## src/rtl/anton_neopixel_bus_master.sv

```systemverilog
// anton_neopixel_bus_master: uploads a source byte stream into a controller region, then optionally kicks its registers
module anton_neopixel_bus_master #(
  parameter int ADDR_BITS = 18
) (
  input  logic                 busClk,
  input  logic                 busRstN,
  input  logic                 start,
  input  logic [1:0]           region,
  input  logic [15:0]          baseAddr,
  input  logic [16:0]          count,
  input  logic                 kick,
  input  logic [12:0]          maxValue,
  input  logic [4:0]           ctrlValue,
  input  logic [7:0]           srcData,
  input  logic                 srcValid,
  output logic                 srcReady,
  output logic [ADDR_BITS-1:0] busAddr,
  output logic [7:0]           busDataOut,
  output logic                 busWrite,
  output logic                 busRead,
  input  logic                 busReady,
  output logic                 busy,
  output logic                 done,
  output logic                 error
);
  typedef enum logic [2:0] {IDLE, FETCH, WRITE, GAP, WAIT, REG, DONE, ERR} state_t;
  state_t      state;
  logic [1:0]  rgn;
  logic [15:0] base;
  logic [16:0] cnt;
  logic [16:0] idx;
  logic        kck;
  logic [12:0] mx;
  logic [4:0]  ctl;
  logic [1:0]  kidx;
  logic        kph;
  assign busRead = 1'b0;
  // single FSM: every output is registered and set on the edge that enters its state
  always_ff @(posedge busClk) begin
    if (!busRstN) begin
      state      <= IDLE;
      rgn        <= '0;
      base       <= '0;
      cnt        <= '0;
      idx        <= '0;
      kck        <= 1'b0;
      mx         <= '0;
      ctl        <= '0;
      kidx       <= '0;
      kph        <= 1'b0;
      srcReady   <= 1'b0;
      busAddr    <= '0;
      busDataOut <= '0;
      busWrite   <= 1'b0;
      busy       <= 1'b0;
      done       <= 1'b0;
      error      <= 1'b0;
    end else begin
      busWrite <= 1'b0;
      done     <= 1'b0;
      error    <= 1'b0;
      case (state)
        IDLE: if (start) begin
          rgn  <= region;
          base <= baseAddr;
          cnt  <= count;
          kck  <= kick;
          mx   <= maxValue;
          ctl  <= ctrlValue;
          idx  <= '0;
          kidx <= '0;
          kph  <= 1'b0;
          busy <= 1'b1;
          if (region == 2'b11 || (region == 2'b01 && (baseAddr[0] || count[0]))) begin
            state <= ERR;
            error <= 1'b1;
          end else if (count != '0) begin
            state    <= FETCH;
            srcReady <= 1'b1;
          end else if (kick) begin
            state <= REG;
            kph   <= 1'b1;
          end else begin
            state <= DONE;
            done  <= 1'b1;
          end
        end
        FETCH: if (srcValid) begin
          srcReady   <= 1'b0;
          busWrite   <= 1'b1;
          busAddr    <= {rgn, 16'(base + idx[15:0])};
          busDataOut <= srcData;
          state      <= WRITE;
        end
        REG: begin
          busWrite   <= 1'b1;
          busAddr    <= {2'b11, 14'd0, kidx};
          busDataOut <= kidx == 2'd0 ? mx[7:0] : kidx == 2'd1 ? {3'b000, mx[12:8]} : {3'b000, ctl};
          state      <= WRITE;
        end
        WRITE: state <= GAP;
        GAP:   state <= WAIT;
        WAIT: if (busReady) begin
          if (kph) begin
            if (kidx == 2'd2) begin
              state <= DONE;
              done  <= 1'b1;
            end else begin
              kidx  <= 2'(kidx + 2'd1);
              state <= REG;
            end
          end else begin
            idx <= 17'(idx + 17'd1);
            if (17'(idx + 17'd1) == cnt) begin
              if (kck) begin
                state <= REG;
                kph   <= 1'b1;
              end else begin
                state <= DONE;
                done  <= 1'b1;
              end
            end else begin
              state    <= FETCH;
              srcReady <= 1'b1;
            end
          end
        end
        DONE, ERR: begin
          busy  <= 1'b0;
          state <= IDLE;
        end
        default: state <= IDLE;
      endcase
    end
  end
endmodule

```

## config.mk

```make
export PLATFORM = sky130hd
export DESIGN_NAME = anton_neopixel_bus_master
export DESIGN_NICKNAME = d
export VERILOG_FILES = /design/src/rtl/anton_neopixel_bus_master.sv
export SDC_FILE = /design/constraint.sdc
export NUM_CORES = 1
export LEC_CHECK = 0
export ABC_AREA = 1
export CAP_MARGIN = 0
export CELL_PAD_IN_SITES_DETAIL_PLACEMENT = 1
export CELL_PAD_IN_SITES_GLOBAL_PLACEMENT = 2
export CORE_ASPECT_RATIO = 0.9
export CORE_MARGIN = 8
export CORE_UTILIZATION = 32
export DETAILED_ROUTE_END_ITERATION = 8
export PLACE_DENSITY = 0.88
export SYNTH_ARGS = -nofsm -noshare
export SYNTH_HDL_FRONTEND = slang
export SYNTH_SLANG_ARGS = --single-unit
```

## constraint.sdc

```tcl
create_clock -name busClk -period 4.79 [get_ports busClk]
set_input_delay 0.958 -clock busClk [delete_from_list [all_inputs] [get_ports busClk]]
set_output_delay 0.958 -clock busClk [all_outputs]
set_load 0.02 [all_outputs]
```

Yosys cells after proc, flatten, opt, wreduce, memory -nomap -nowiden
Cells that the tools add are included.

Shifts and indexed selects: 0. Multiply operators: 0. Bitwise logic cells: 0. Div/mod/pow operators: 0. Eq/ne operators: 21. $lt $le $gt $ge: 0. Mux-type cells: 58. Reduce and logical (&&, ||, !) cells: 20. Add/subtract/negate cells: 3.

Operators with widths (count): $mux W17 (3); $pmux W18 S2 (1); $pmux W17 S2 (1); $mux W1 (27); $mux W3 (7); $pmux W3 S7 (1); $mux W18 (1); $ne A2 B2 Y1 const B (9); $add A17 B1 Y17 const B (1); $eq A17 B17 Y1 (1); $reduce_bool A17 Y1 (1); $add A16 B16 Y16 (1); $mux W8 (2); $pmux W8 S2 (1); $mux W2 (7); $eq A3 B3 Y1 const B (4); $reduce_and A3 Y1 (3); $pmux W1 S2 (4); $reduce_and A8 Y1 (1); $eq A3 B2 Y1 const B (2); $reduce_and A2 Y1 (3); $reduce_bool A2 Y1 (3); $mux W5 (1); $reduce_and A5 Y1 (1); 13 further kinds (16).

Flip-flop bits (word level): 108. Memory bits (read-only): 0. Bits in latches: 0. Word-level logic and storage cells: 119. Bits of input ports: 67. RAM bits: 0. Memories kept: 0.

Longest topological paths before layout
Depth after elaboration: 6. Depth in mapped cells: 17. Mapped depth without buffers: 17.

Worst setup path before layout
OpenSTA, ideal clock, no wires.

Kind: input port to flip-flop. From: input port start. To: register idx[6]. Required time: 4.723 ns. Buffers on the path: 1. Slack: 2.597 ns. Arrival time: 2.125 ns. Setup time: 0.067 ns. Stages: 11. Path through: clkbuf_1 > or2_1 > nand2_1 > nor2_2 > inv_2 > nor2_4 > inv_4 > nor2_8 > inv_2 > or2_1 > a21oi_2.

Cells in the longest elaborated chain, start to end: 2.

RTL lines: start: declaration (RTL line 7) `input logic start,`; $ne A2 B2 Y1 (no source line); $reduce_and A4 Y1 (no source line); end signal: assignment (RTL line 113) `idx <= 17'(idx + 17'd1);`; end: declaration (RTL line 31) `logic [16:0] idx;`.

No other way between the ends. A chain may end at the register's enable or synchronous reset.

Worst setup path after layout
From: input port start. To: register cnt[14].

Cells in the longest elaborated chain, start to end: 1.

RTL lines: $reduce_and A2 Y1 (no source line); end signal: assignment (RTL line 66) `cnt <= count;`; end: declaration (RTL line 30) `logic [16:0] cnt;`.

No other way between the ends.

==> out/results.tsv <==
stage	metric	value	unit
clocking	clk_latency	360	ps
clocking	cts_setup_buffers	0	
placement	gp_congestion	0.839	
clocking	cts-root-buf	clkbuf_16	
timing	rsz0062_at_grt	false	
yosys	syn_nets	906	
clocking	post_cts_resize_count	0	
hold_path	hold_path_class	reg2reg	
timing	clock_skew	13.6	ps
yosys	yosysTopAreaCell	dfxtp_1	
timing	hold_viol	0	
worst_setup_path	critPathKind	in2reg	
clocking	postCtsHoldBufs	0	
timing	max_slew_margin	0.398	
grt	grt.total_usage	0.170	
floorplanning	die_w	157	um
clocking	cts.sinks	108	
yosys	synth_flop_cell	dfxtp_1	
yosys	synthCells	819	
worst_setup_path	critPathLaunchType	primary input	
detailed_routing	wl	18.7	mm
placement	post-place-cells	1126	
yosys	synth_edf_count	0	
worst_setup_path	worstPathArrival	3120	ps
clocking	clkSlewWorstSetupHoldPaths	80	ps
worst_setup_path	required	5030	ps
timing	finalSetupViolations	0	
cells_and_area	utilization	0.410	
worst_setup_path	end_kind	flip-flop	
worst_setup_path	ff2ff_setup_slack	1960	ps
yosys	avgSynthCellArea	6.94	sq um
placement	io_buffers	97	
yosys	yosysSeqAreaShare	0.380	
floorplanning	rows	46	
yosys	netlist_top_cells_area	dfxtp_1 38%, nand2_1 13%, a21oi_1 10%, nand3_1 7.5%, inv_1 4.7%	
yosys	synth_warnings	0	
power	static-leakage-power	2.78	nW
yosys	synthDistinctLibCells	45	
grt	grt_antenna_before_repair	0	
cells_and_area	nets	984	
floorplanning	die_y	142	um
detailed_routing	drc	0	
detailed_routing	dr.pass1.iters	4	
detailed_routing	initialDrtViolationCount	262	
grt	gr-total-overflow	0	
cells_and_area	stdcell_count	1142	
detailed_routing	wl_per_cell	16.4	um
placement	dp_hpwl	14.4	mm
timing	worstMarginPinSlew	901	ps
yosys	netlist_area	5690	sq um
clocking	ctsHtreeMaxLevel	3	
floorplanning	die_area	22300	sq um
yosys	synthArstFlopShare	0	
clocking	tritoncts	yes	
timing	hold_slack	451	ps
worst_setup_path	cp_max_fo	36	
timing	fmax	347	MHz
detailed_routing	vias	5625	
timing	setup_tns	0	ps
run_status	status	complete, no violations	
cells_and_area	syn_to_final_growth	26.0	%
clocking	cts_buffer_depth	2	
grt	grt_pass1_wl	30.1	mm
timing	slew_viol_final	0	
yosys	synth_seq_cells	108	
cells_and_area	fin_area	7170	sq um
grt	grt_max_degree	43	
timing	fin_crit_sh	0.602	
power	power_density	461	nW/um^2
timing	period_minus_slack	2880	ps
cells_and_area	num_antenna_cells	0	
clocking	cts_buffers	9	
grt	grt_pass1_vias	5684	
flow_run	maxCapViolCount	0	
detailed_routing	postRouteAntennaNets	0	
detailed_routing	viasPerCell	4.93	
floorplanning	io_pins	99	
floorplanning	initial_core_util	0.325	
cells_and_area	layout-drive-gt1-share	0.0565	
power	peakVddDrop	0.000239	V
placement	place_area	6840	sq um
floorplanning	coreArea	17500	sq um
yosys	synthDominantCellAreaShare	0.380	
-- stage by stage --
| step | worst slack (ps) | power [mW] |
|---|---|---|
| floorplan | 2600 | 2.09 |
| detailed placement | 1560 | 2.51 |
| finish | 1910 | 3.31 |
| CTS | 1890 | 3.35 |
| global route | 1590 | 3.54 |
| global placement | 1540 | 2.48 |
-- cells by family (layout without fill, tap and decap cells) --
| logic type | after synthesis | after routing | share of synthesized area |
|---|---|---|---|
| other | 1 | 1 | 0.000660 |
| buffers and inverters | 115 | 198 | 0.0812 |
| and+or+nand+nor | 371 | 371 | 0.289 |
| AOI/OAI and AO/OA | 194 | 194 | 0.184 |
| DFF | 108 | 108 | 0.380 |
| adders and majority gates | 20 | 20 | 0.0453 |
| xor gates and xnor gates | 10 | 10 | 0.0202 |
-- cell usage after synthesis, types with 3 or more instances --
library cell  number
a21oi_1          118
a31oi_1            3
clkbuf_1          28
dfxtp_1          108
ha_1              19
inv_1             71
inv_2              6
nand2_1          199
nand2_2            3
nand3_1           85
nand4_1           11
nor2_1            41
nor2_2             8
nor2_4             4
nor3_1             8
nor4_1             3
o211ai_1          10
o21ai_0           47
o31ai_1            3
or2_1              3
or2_2              3
xnor2_1            3
xor2_1             5
-- routing by layer --
| layer | track usage | up-vias | routed length (um) |
|---|---|---|---|
| met5 | 0 | - | 0 |
| met4 | 0.0440 | 0 | 218 |
| met3 | 0.0270 | 12 | 629 |
| met2 | 0.277 | 91 | 8640 |
| met1 | 0.229 | 2634 | 9210 |
| li1 | - | 2888 | - |
-- worst max-delay path, stage by stage --
cell             delay (ps)
clkdlybuf4s50_1         880
nand2_2                 570
buf_4                   430
o21ai_0                 190
a21oi_1                  50
-- state kept, by name (all words and copies together) (netlist names) --
signal / cells
busAddr: 18
base: 16
cnt: 17
ctl: 5
state: 3
kidx: 2
rgn: 2
kph: 1
error: 1
busWrite: 1
mx: 13
done: 1
kck: 1
idx: 17
busDataOut: 8
busy: 1
srcReady: 1
-- path summary, 6_finish.rpt --
check / start / to / depth (start not counted)
worst min register to register: mx[7] / mx[7] / 2
worst min-delay path: mx[7] / mx[7] / 2
worst max-delay path: start / cnt[14] / 5
worst max register to register: state[2] / cnt[14] / 7
-- report_power, final --
part | switching (mW) | internal [mW]
Clock | 0.350 | 0.476
Sequential | 0.115 | 1.09
Combinational | 0.850 | 0.427
-- placed cells by master (no fill, tap or decap), types with 3 or more instances in the layout --
| master | n |
|---|---|
| a21oi_1 | 118 |
| a31oi_1 | 3 |
| buf_4 | 5 |
| clkbuf_16 | 9 |
| clkdlybuf4s50_1 | 97 |
| dfxtp_1 | 108 |
| ha_1 | 19 |
| inv_1 | 71 |
| inv_2 | 6 |
| nand2_1 | 198 |
| nand2_2 | 4 |
| nand3_1 | 85 |
| nand4_1 | 11 |
| nor2_1 | 41 |
| nor2_2 | 8 |
| nor2_4 | 4 |
| nor3_1 | 8 |
| nor4_1 | 3 |
| o211ai_1 | 10 |
| o21ai_0 | 47 |
| o31ai_1 | 3 |
| or2_1 | 3 |
| or2_2 | 3 |
| xnor2_1 | 3 |
| xor2_1 | 5 |
-- area by class of cell --
class                   instances  area (sq um)
fillers                      2244         10300
multi-input cells             596          3060
flip-flops and latches        108          2160
repair buffers                102          1010
inverters                      80           305
well taps                     240           300
clock buffers                  11           243
clock inverters                 5          82.6
Note: power is estimated with default switching activity, not from simulation.
